### config.mk
export PLATFORM = sky130hd
export DESIGN_NAME = decode_queue
export DESIGN_NICKNAME = d
export VERILOG_FILES = /design/src/rtl/decode_queue.sv
export SDC_FILE = /design/constraint.sdc
export NUM_CORES = 1
export LEC_CHECK = 0
export CAP_MARGIN = 10
export CORE_MARGIN = 3
export CORE_UTILIZATION = 40
export CTS_CLUSTER_DIAMETER = 200
export CTS_CLUSTER_SIZE = 30
export DETAILED_ROUTE_END_ITERATION = 12
export SLEW_MARGIN = 10
export SYNTH_ARGS = -nofsm -noshare
export SYNTH_HDL_FRONTEND = slang
export SYNTH_SLANG_ARGS = --single-unit
### constraint.sdc
create_clock -name clk_i -period 43 [get_ports clk_i]
set_input_delay 8.6 -clock clk_i [delete_from_list [all_inputs] [get_ports clk_i]]
set_output_delay 8.6 -clock clk_i [all_outputs]
set_load 0.01 [all_outputs]
### src/rtl/decode_queue.sv
// decode_queue: decodes RV32I integer ALU instructions (OP-IMM, OP, LUI, AUIPC)
// at the fetch boundary and buffers the decoded records in a DEPTH-entry FIFO.
//
// Ports
//   clk_i, rst_i          clock and synchronous active-high reset
//   flush_i               drop every buffered entry
//   valid_i/ready_o       fetch-side handshake; pc_i, instr_i the instruction
//   valid_o/ready_i       issue-side handshake
//   instr_decoded_o       decoded head entry; illegal_o marks an illegal encoding
//   illegal_cnt_o         saturating count of accepted illegal instructions
//                         (only built when DECODE_ILLEGAL_CNT_EN is defined)
//
// Optional feature macro: DECODE_ILLEGAL_CNT_EN

package decode_queue_pkg;

    typedef logic [31:0] bus32_t;
    typedef logic [31:0] instruction_t;

    localparam logic [6:0] OP_ALU_I = 7'b0010011;
    localparam logic [6:0] OP_ALU   = 7'b0110011;
    localparam logic [6:0] OP_LUI   = 7'b0110111;
    localparam logic [6:0] OP_AUIPC = 7'b0010111;

    localparam logic [3:0] ALU_ADD  = 4'd0;
    localparam logic [3:0] ALU_SUB  = 4'd1;
    localparam logic [3:0] ALU_SLL  = 4'd2;
    localparam logic [3:0] ALU_SLT  = 4'd3;
    localparam logic [3:0] ALU_SLTU = 4'd4;
    localparam logic [3:0] ALU_XOR  = 4'd5;
    localparam logic [3:0] ALU_SRL  = 4'd6;
    localparam logic [3:0] ALU_SRA  = 4'd7;
    localparam logic [3:0] ALU_OR   = 4'd8;
    localparam logic [3:0] ALU_AND  = 4'd9;

    // Operand selects; the zero encodings are the "neutral" values used for illegal entries
    localparam logic SEL_RS1 = 1'b0;
    localparam logic SEL_PC  = 1'b1;
    localparam logic SEL_RS2 = 1'b0;
    localparam logic SEL_IMM = 1'b1;
    localparam logic SEL_ALU = 1'b0;
    localparam logic SEL_MEM = 1'b1;

    typedef struct packed {
        bus32_t       pc;
        instruction_t instr;
        logic [4:0]   addr_rs1;
        logic [4:0]   addr_rs2;
        logic [4:0]   addr_rd;
        logic [31:0]  imm;
        logic [3:0]   alu_op;
        logic         rs1_or_pc;
        logic         rs2_or_imm;
        logic         alu_or_mem;
        logic         store_to_mem;
        logic         write_enable;
    } instr_data_t;

endpackage

module decode_queue
    import decode_queue_pkg::*;
#(
    parameter int unsigned DEPTH = 2,
    parameter int unsigned CNT_W = 16
) (
    input  logic               clk_i,
    input  logic               rst_i,
    input  logic               flush_i,
    input  logic               valid_i,
    output logic               ready_o,
    input  bus32_t             pc_i,
    input  instruction_t       instr_i,
    output logic               valid_o,
    input  logic               ready_i,
    output instr_data_t        instr_decoded_o,
    output logic               illegal_o
`ifdef DECODE_ILLEGAL_CNT_EN
    ,
    output logic [CNT_W-1:0]   illegal_cnt_o
`endif
);

    localparam int unsigned PTR_W = (DEPTH > 1) ? $clog2(DEPTH) : 1;
    localparam int unsigned OCC_W = $clog2(DEPTH + 1);

    if (DEPTH < 1 || DEPTH > 8 || CNT_W < 1) begin : g_bad_param
        $error("decode_queue: DEPTH must be 1..8 and CNT_W at least 1");
    end

    instr_data_t      r_mem [DEPTH];
    logic             r_ill [DEPTH];
    logic [PTR_W-1:0] r_rd_ptr;
    logic [PTR_W-1:0] r_wr_ptr;
    logic [OCC_W-1:0] r_count;

    instr_data_t      w_dec;
    logic             w_ill;
    logic             w_push;
    logic             w_pop;
    logic [6:0]       w_opcode;
    logic [2:0]       w_f3;
    logic [6:0]       w_f7;

    assign w_opcode = instr_i[6:0];
    assign w_f3     = instr_i[14:12];
    assign w_f7     = instr_i[31:25];

    // Input-side decoder
    always_comb begin
        w_dec       = '0;
        w_dec.pc    = pc_i;
        w_dec.instr = instr_i;
        w_ill       = 1'b0;
        case (w_opcode)
            OP_ALU_I: begin
                w_dec.addr_rs1     = instr_i[19:15];
                w_dec.addr_rd      = instr_i[11:7];
                w_dec.rs2_or_imm   = SEL_IMM;
                w_dec.write_enable = 1'b1;
                w_dec.imm          = {{20{instr_i[31]}}, instr_i[31:20]};
                case (w_f3)
                    3'b000: w_dec.alu_op = ALU_ADD;
                    3'b010: w_dec.alu_op = ALU_SLT;
                    3'b011: w_dec.alu_op = ALU_SLTU;
                    3'b100: w_dec.alu_op = ALU_XOR;
                    3'b110: w_dec.alu_op = ALU_OR;
                    3'b111: w_dec.alu_op = ALU_AND;
                    3'b001: begin
                        w_dec.alu_op = ALU_SLL;
                        w_dec.imm    = 32'(instr_i[24:20]);
                        w_ill        = (w_f7 != 7'h00);
                    end
                    default: begin
                        // funct3 101: funct7 selects logical vs arithmetic shift
                        w_dec.imm = 32'(instr_i[24:20]);
                        if (w_f7 == 7'h00)      w_dec.alu_op = ALU_SRL;
                        else if (w_f7 == 7'h20) w_dec.alu_op = ALU_SRA;
                        else                    w_ill = 1'b1;
                    end
                endcase
            end
            OP_ALU: begin
                w_dec.addr_rs1     = instr_i[19:15];
                w_dec.addr_rs2     = instr_i[24:20];
                w_dec.addr_rd      = instr_i[11:7];
                w_dec.rs2_or_imm   = SEL_RS2;
                w_dec.write_enable = 1'b1;
                case (w_f3)
                    3'b000:  w_dec.alu_op = (w_f7 == 7'h20) ? ALU_SUB : ALU_ADD;
                    3'b001:  w_dec.alu_op = ALU_SLL;
                    3'b010:  w_dec.alu_op = ALU_SLT;
                    3'b011:  w_dec.alu_op = ALU_SLTU;
                    3'b100:  w_dec.alu_op = ALU_XOR;
                    3'b101:  w_dec.alu_op = (w_f7 == 7'h20) ? ALU_SRA : ALU_SRL;
                    3'b110:  w_dec.alu_op = ALU_OR;
                    default: w_dec.alu_op = ALU_AND;
                endcase
                // Only ADD/SUB and SRL/SRA have a 0x20 variant
                if (w_f7 == 7'h20) w_ill = !(w_f3 == 3'b000 || w_f3 == 3'b101);
                else               w_ill = (w_f7 != 7'h00);
            end
            OP_LUI: begin
                w_dec.addr_rd      = instr_i[11:7];
                w_dec.rs1_or_pc    = SEL_RS1;
                w_dec.rs2_or_imm   = SEL_IMM;
                w_dec.imm          = {instr_i[31:12], 12'h000};
                w_dec.alu_op       = ALU_ADD;
                w_dec.write_enable = 1'b1;
            end
            OP_AUIPC: begin
                w_dec.addr_rd      = instr_i[11:7];
                w_dec.rs1_or_pc    = SEL_PC;
                w_dec.rs2_or_imm   = SEL_IMM;
                w_dec.imm          = {instr_i[31:12], 12'h000};
                w_dec.alu_op       = ALU_ADD;
                w_dec.write_enable = 1'b1;
            end
            default: w_ill = 1'b1;
        endcase
        // Illegal entries collapse to a harmless no-write ADD, keeping pc/instr for traps
        if (w_ill) begin
            w_dec       = '0;
            w_dec.pc    = pc_i;
            w_dec.instr = instr_i;
        end
    end

    assign ready_o = (r_count < OCC_W'(DEPTH));
    assign valid_o = (r_count != '0);
    assign w_push  = valid_i && ready_o;
    assign w_pop   = valid_o && ready_i;

    // Head is read from storage only; zero when empty
    assign instr_decoded_o = valid_o ? r_mem[r_rd_ptr] : '0;
    assign illegal_o       = valid_o && r_ill[r_rd_ptr];

    // Entry storage, written on an accepted push
    always_ff @(posedge clk_i) begin
        if (w_push && !flush_i && !rst_i) begin
            r_mem[r_wr_ptr] <= w_dec;
            r_ill[r_wr_ptr] <= w_ill;
        end
    end

    // Pointers and occupancy
    always_ff @(posedge clk_i) begin
        if (rst_i || flush_i) begin
            r_rd_ptr <= '0;
            r_wr_ptr <= '0;
            r_count  <= '0;
        end else begin
            if (w_push) begin
                r_wr_ptr <= (r_wr_ptr == PTR_W'(DEPTH - 1)) ? '0 : r_wr_ptr + PTR_W'(1);
            end
            if (w_pop) begin
                r_rd_ptr <= (r_rd_ptr == PTR_W'(DEPTH - 1)) ? '0 : r_rd_ptr + PTR_W'(1);
            end
            case ({w_push, w_pop})
                2'b10:   r_count <= r_count + OCC_W'(1);
                2'b01:   r_count <= r_count - OCC_W'(1);
                default: r_count <= r_count;
            endcase
        end
    end

`ifdef DECODE_ILLEGAL_CNT_EN
    logic [CNT_W-1:0] r_ill_cnt;

    // Saturating illegal-instruction counter; survives flush
    always_ff @(posedge clk_i) begin
        if (rst_i) begin
            r_ill_cnt <= '0;
        end else if (w_push && !flush_i && w_ill && (r_ill_cnt != '1)) begin
            r_ill_cnt <= r_ill_cnt + CNT_W'(1);
        end
    end

    assign illegal_cnt_o = r_ill_cnt;
`endif

endmodule

== Word level (Yosys, flattened, before mapping) ==
Memory sizes are Yosys's and may differ from the RTL's. A register that Yosys moved wholly into a read port is not among the register bits.
Index checks and enable logic that the tools add are counted.

* Shift-type cells: 0
* Reductions and logical operators: 20
* Bitwise operators: 0
* Mux-type cells: 31
* Order comparisons: 1
* Multiply operators: 0
* Div/mod/pow operators: 0
* Equality and inequality tests: 14
* Add/subtract/negate cells: 4

{| class="wikitable"
|+ Operators by type and width
! cell !! number
|-
| 2-to-1 mux 120 bit || 1
|-
| case mux 32 bit (2 select lines) || 1
|-
| 2-to-1 mux 56 bit || 1
|-
| case mux 4 bit (7 select lines) || 2
|-
| 2-to-1 mux 32 bit || 1
|-
| equality test 7 x 6 -> 1 bit (second input constant) || 3
|-
| 2-to-1 mux 1 bit || 16
|-
| 2-to-1 mux 5 bit || 3
|-
| equality test 7 x 5 -> 1 bit (second input constant) || 2
|-
| equality test 3 bit (second input constant) || 4
|-
| case mux 4 bit (2 select lines) || 1
|-
| zero test 7 bit || 1
|-
| nonzero test 7 bit || 1
|-
| equality test 3 x 2 -> 1 bit (second input constant) || 2
|-
| 2-to-1 mux 3 bit || 2
|-
| OR reduction 6 bit || 1
|-
| logical AND 1 bit || 5
|-
| case mux 2 bit (2 select lines) || 1
|-
| nonzero test 2 bit || 2
|-
| OR reduction 2 bit || 2
|-
| OR reduction 4 bit || 1
|-
| equality test 3 x 1 -> 1 bit (second input constant) || 1
|-
| zero test 1 bit || 3
|-
| zero test 3 bit || 1
|-
| 10 further kinds || 12
|}

* Logic and storage cells: 75
* Memories: 2
* Input port bits: 69
* Memory bits (read-only): 0
* Flip-flop bits (word level): 4
* Memory bits (writable): 242
* Bits in latches: 0

{| class="wikitable"
|+ Memory list
! memory !! depth !! bits a word !! rd ports !! clocked after memory_dff !! write ports !! RTL line !! RTL
|-
| r_mem || 2 || 120 || 1 || 1 || 1 || 91 || <nowiki>instr_data_t r_mem [DEPTH];</nowiki>
|-
| r_ill || 2 || 1 || 1 || 1 || 1 || 92 || <nowiki>logic r_ill [DEPTH];</nowiki>
|}

== Longest topological paths before layout ==
* Word-level depth: 6
* Gate-level depth with buffers: 8
* Mapped depth without buffers: 8

== Worst setup path after synthesis ==
OpenSTA, ideal clock, no wires.

* Kind: input port to flip-flop
* From: input port valid_i
* To: memory r_ill[1], enable pin
* Library setup time: 928 ps
* Required time: 42,072 ps
* Path slack: 21,084 ps
* Arrival: 20,988 ps
* Stages on the path: 3
* Cells stage by stage: nor2b_1 -> inv_1 -> nor4b_1

* Longest elaborated chain between the ends: 5

{| class="wikitable"
|+ RTL lines
! item !! RTL line !! RTL
|-
| start, declared || 70 || <nowiki>input logic valid_i,</nowiki>
|-
| logical AND 1 bit || 191 || <nowiki>assign w_push = valid_i && ready_o;</nowiki>
|-
| logical AND 1 bit (2 in a row) || 200 || <nowiki>if (w_push && !flush_i && !rst_i) begin</nowiki>
|-
| 2-to-1 mux 1 bit || 200 ||
|-
| 2-to-1 mux 1 bit (not written as such) || 202 || <nowiki>r_ill[r_wr_ptr] <= w_ill;</nowiki>
|-
| end, declared || 92 ||
|}

Every way passes these cells.

==> flow_summary.ini <==
[drt]
vias = 5658
antenna_left = 0
wl_per_cell_um = 19.2
viasPerCell = 4.99
first_pass_iters = 4
drt-total-wl_mm = 21.8
drt_iter0_markers = 325
drc = 0

[global_routing]
grt.overflow.total = 0
grt_pass1_vias = 5636
grt_max_degree = 65
antenna_found_initial = 1
grt.total_usage_pct = 15.7
grt_pass1_wl_mm = 32.8

[placed_design]
pre_cts_ws_ns = 31.23
dp_hpwl_mm = 14.4
routabilityCongestion = 0.757
placed_area_um2 = 12200
dp_cells = 1116
placement.io_buffers = 189

[timing]
worst_hold_slack_ns = 0.570
rsz0062_at_grt = false
clock.fmax_mhz = 82.2
slew_viol_final = 0
fin_crit_ns = 12.16
finalSetupViolations = 0
setup_ws_ns = 30.84
worstMarginPinSlew_ns = 1.09
slew_headroom_pct = 27.6
totalNegativeSetupSlack_ns = 0
fin_crit_sh_pct = 28.3
hold_viol_final = 0
clock_skew_ns = 0.0339

[floorplan]
io_pins = 192
die_w_um = 164
start_util_pct = 40.7
core_area_um2 = 24400
die_h_um = 164
die_area_um2 = 26800
rows = 57

[logic_synthesis]
async_reset_ff_share_pct = 0
syn_area_um2 = 9930
synth-seq-area-share_pct = 73.0
synth_top_area_share_pct = 72.0
yosys_warnings = 0
yosysMostFrequentCell = edfxtp_1
yosys_most_used_dff = edfxtp_1
ys_types = 49
ys_top_cells_by_area = edfxtp_1, mux2i_1, nor2_1
synth-edff-count = 238
netlist_instances = 630
ys_top_cells_by_count = edfxtp_1, nor2_1, mux2i_1
synth_area_per_cell_um2 = 15.8
ys_seq_elements = 243
synth_top_area_cell = edfxtp_1

[hold_path]
hold_path_class = flip-flop to flip-flop

[setup_path]
rrSetupSlack_ns = 40.40
crit_fanout = 60
worst_setup_path_endpoint = instr_decoded_o[39]
criticalPathCategory = flip-flop to output port
worstSetupEndpointType = output port
r2r_end = r_mem[0][89]
cp_data_arrival_time_ns = 3.56
r2r_cells = 5
start_kind = flip-flop
cp_data_required_time_ns = 34.40
r2r_start = r_count[1]

[final_layout]
nFillCells = 2067
drive_gt1_share_pct = 5.68
utilization_pct = 51.4
stdcell_area_um2 = 12500
diodes = 0
nets = 876
stdcell_count = 1134
area_growth_pct = 26.3

[power]
p_int_mw = 0.346
ir_worst_vdd_mv = 0.0335
power_switching_mw = 0.0962
clkPwrFrac_pct = 28.8
swShare_pct = 21.8
power_mw = 0.442
p_seq_share_pct = 60.1
p_leak_nw = 4.14
comb_power_share_pct = 11.1
p_per_area_nw_per_um2 = 35.2

[clocking]
ctsHoldBuffers = 0
clockRootBuffer = clkbuf_16
cts_tree = done
cts_max_level = 1
clkTransAtPathRegs_ns = 0.10
post_cts_buffers = 0
ctsResizeCount = 0
insertion_delay_ns = 0.47
clockBufferDepth = 3
clkSinkCount = 243
cts_buffers = 12

[run_status]
status = finished clean

[flow_run]
cap_violations = 0
[critical path, stage by stage, from the launching register on]
cell and delay, ns:
dfxtp_4 1.07, buf_4 0.94, mux2i_1 0.17, nor2_1 0.24, clkdlybuf4s50_1 0.60
[cell type report]
type                            instances  area (um2)  area share, %
Clock buffer                           17         340           2.71
Inverter                                5        18.8          0.150
Timing Repair Buffer                  198        2000           15.9
Tap cell                              324         405           3.23
Clock inverter                          1        30.0          0.239
Sequential cell                       243        7250           57.8
Multi-Input combinational cell        346        2490           19.9
[placed cells by master, fill, tap and decap left out, types with 2 or more instances in the layout]
cell type,netlist,final
nor3b_2,5,5
xor2_1,3,3
nor4b_2,1,2
and2_1,19,19
xnor2_1,4,4
edfxtp_1,238,238
clkbuf_1,15,4
nor3_2,3,3
a21o_1,19,19
nand2b_1,2,2
clkdlybuf4s50_1,0,189
conb_1,1,2
nor2b_1,2,2
mux2i_1,120,120
clkbuf_16,0,13
dfxtp_1,5,4
inv_1,4,4
buf_4,3,7
nand2_1,7,7
nor3_1,5,5
nor2_1,127,126
buf_16,0,2
[how the worst min path moves through the flow]
stage	startpoint	endpoint	cells after the start
detailed placement	r_rd_ptr	flip-flop	2
floorplan	r_rd_ptr	flip-flop	2
global route	r_rd_ptr	flip-flop	2
global placement	r_rd_ptr	flip-flop	2
CTS	r_rd_ptr	flip-flop	2
finish	r_rd_ptr	flip-flop	2
[power groups by stage]
stage | Combinational, mW | Sequential, mW | Clock [mW]
after floorplan | 0.0205 | 0.272 | 0
after global placement | 0.0480 | 0.271 | 0
after detailed placement | 0.0497 | 0.271 | 0
after CTS | 0.0500 | 0.265 | 0.133
after global routing | 0.0528 | 0.266 | 0.141
final | 0.0491 | 0.265 | 0.127
[routing by layer]
layer  GRT usage [%]  part of all wire, %  vias up
li1                -                    -     2653
met1            23.1                   47     2803
met2            24.9                   45      185
met3            2.92                  6.0       15
met4            2.73                  1.4        2
met5               0                0.060        -
[state kept, by name, indices dropped and copies added, names as in the netlist, named ones only]
register / count
r_mem: 236
r_wr_ptr: 1
r_rd_ptr: 1
r_count: 2
r_ill: 2
[cells by family (layout without fill, tap and decap cells)]
family,count (synthesis),after routing,share of synthesized area (%)
multiplexers,120,120,12.1
XOR/XNOR,7,7,0.617
buffers and inverters,42,221,2.13
adder cells (fa/ha/maj),1,1,0.126
AO/OA/AOI/OAI,31,31,2.72
flip-flops,243,243,73.0
other,1,2,0.0378
AND/OR/NAND/NOR,185,185,9.29
Note: power is estimated with default switching activity, not from simulation.
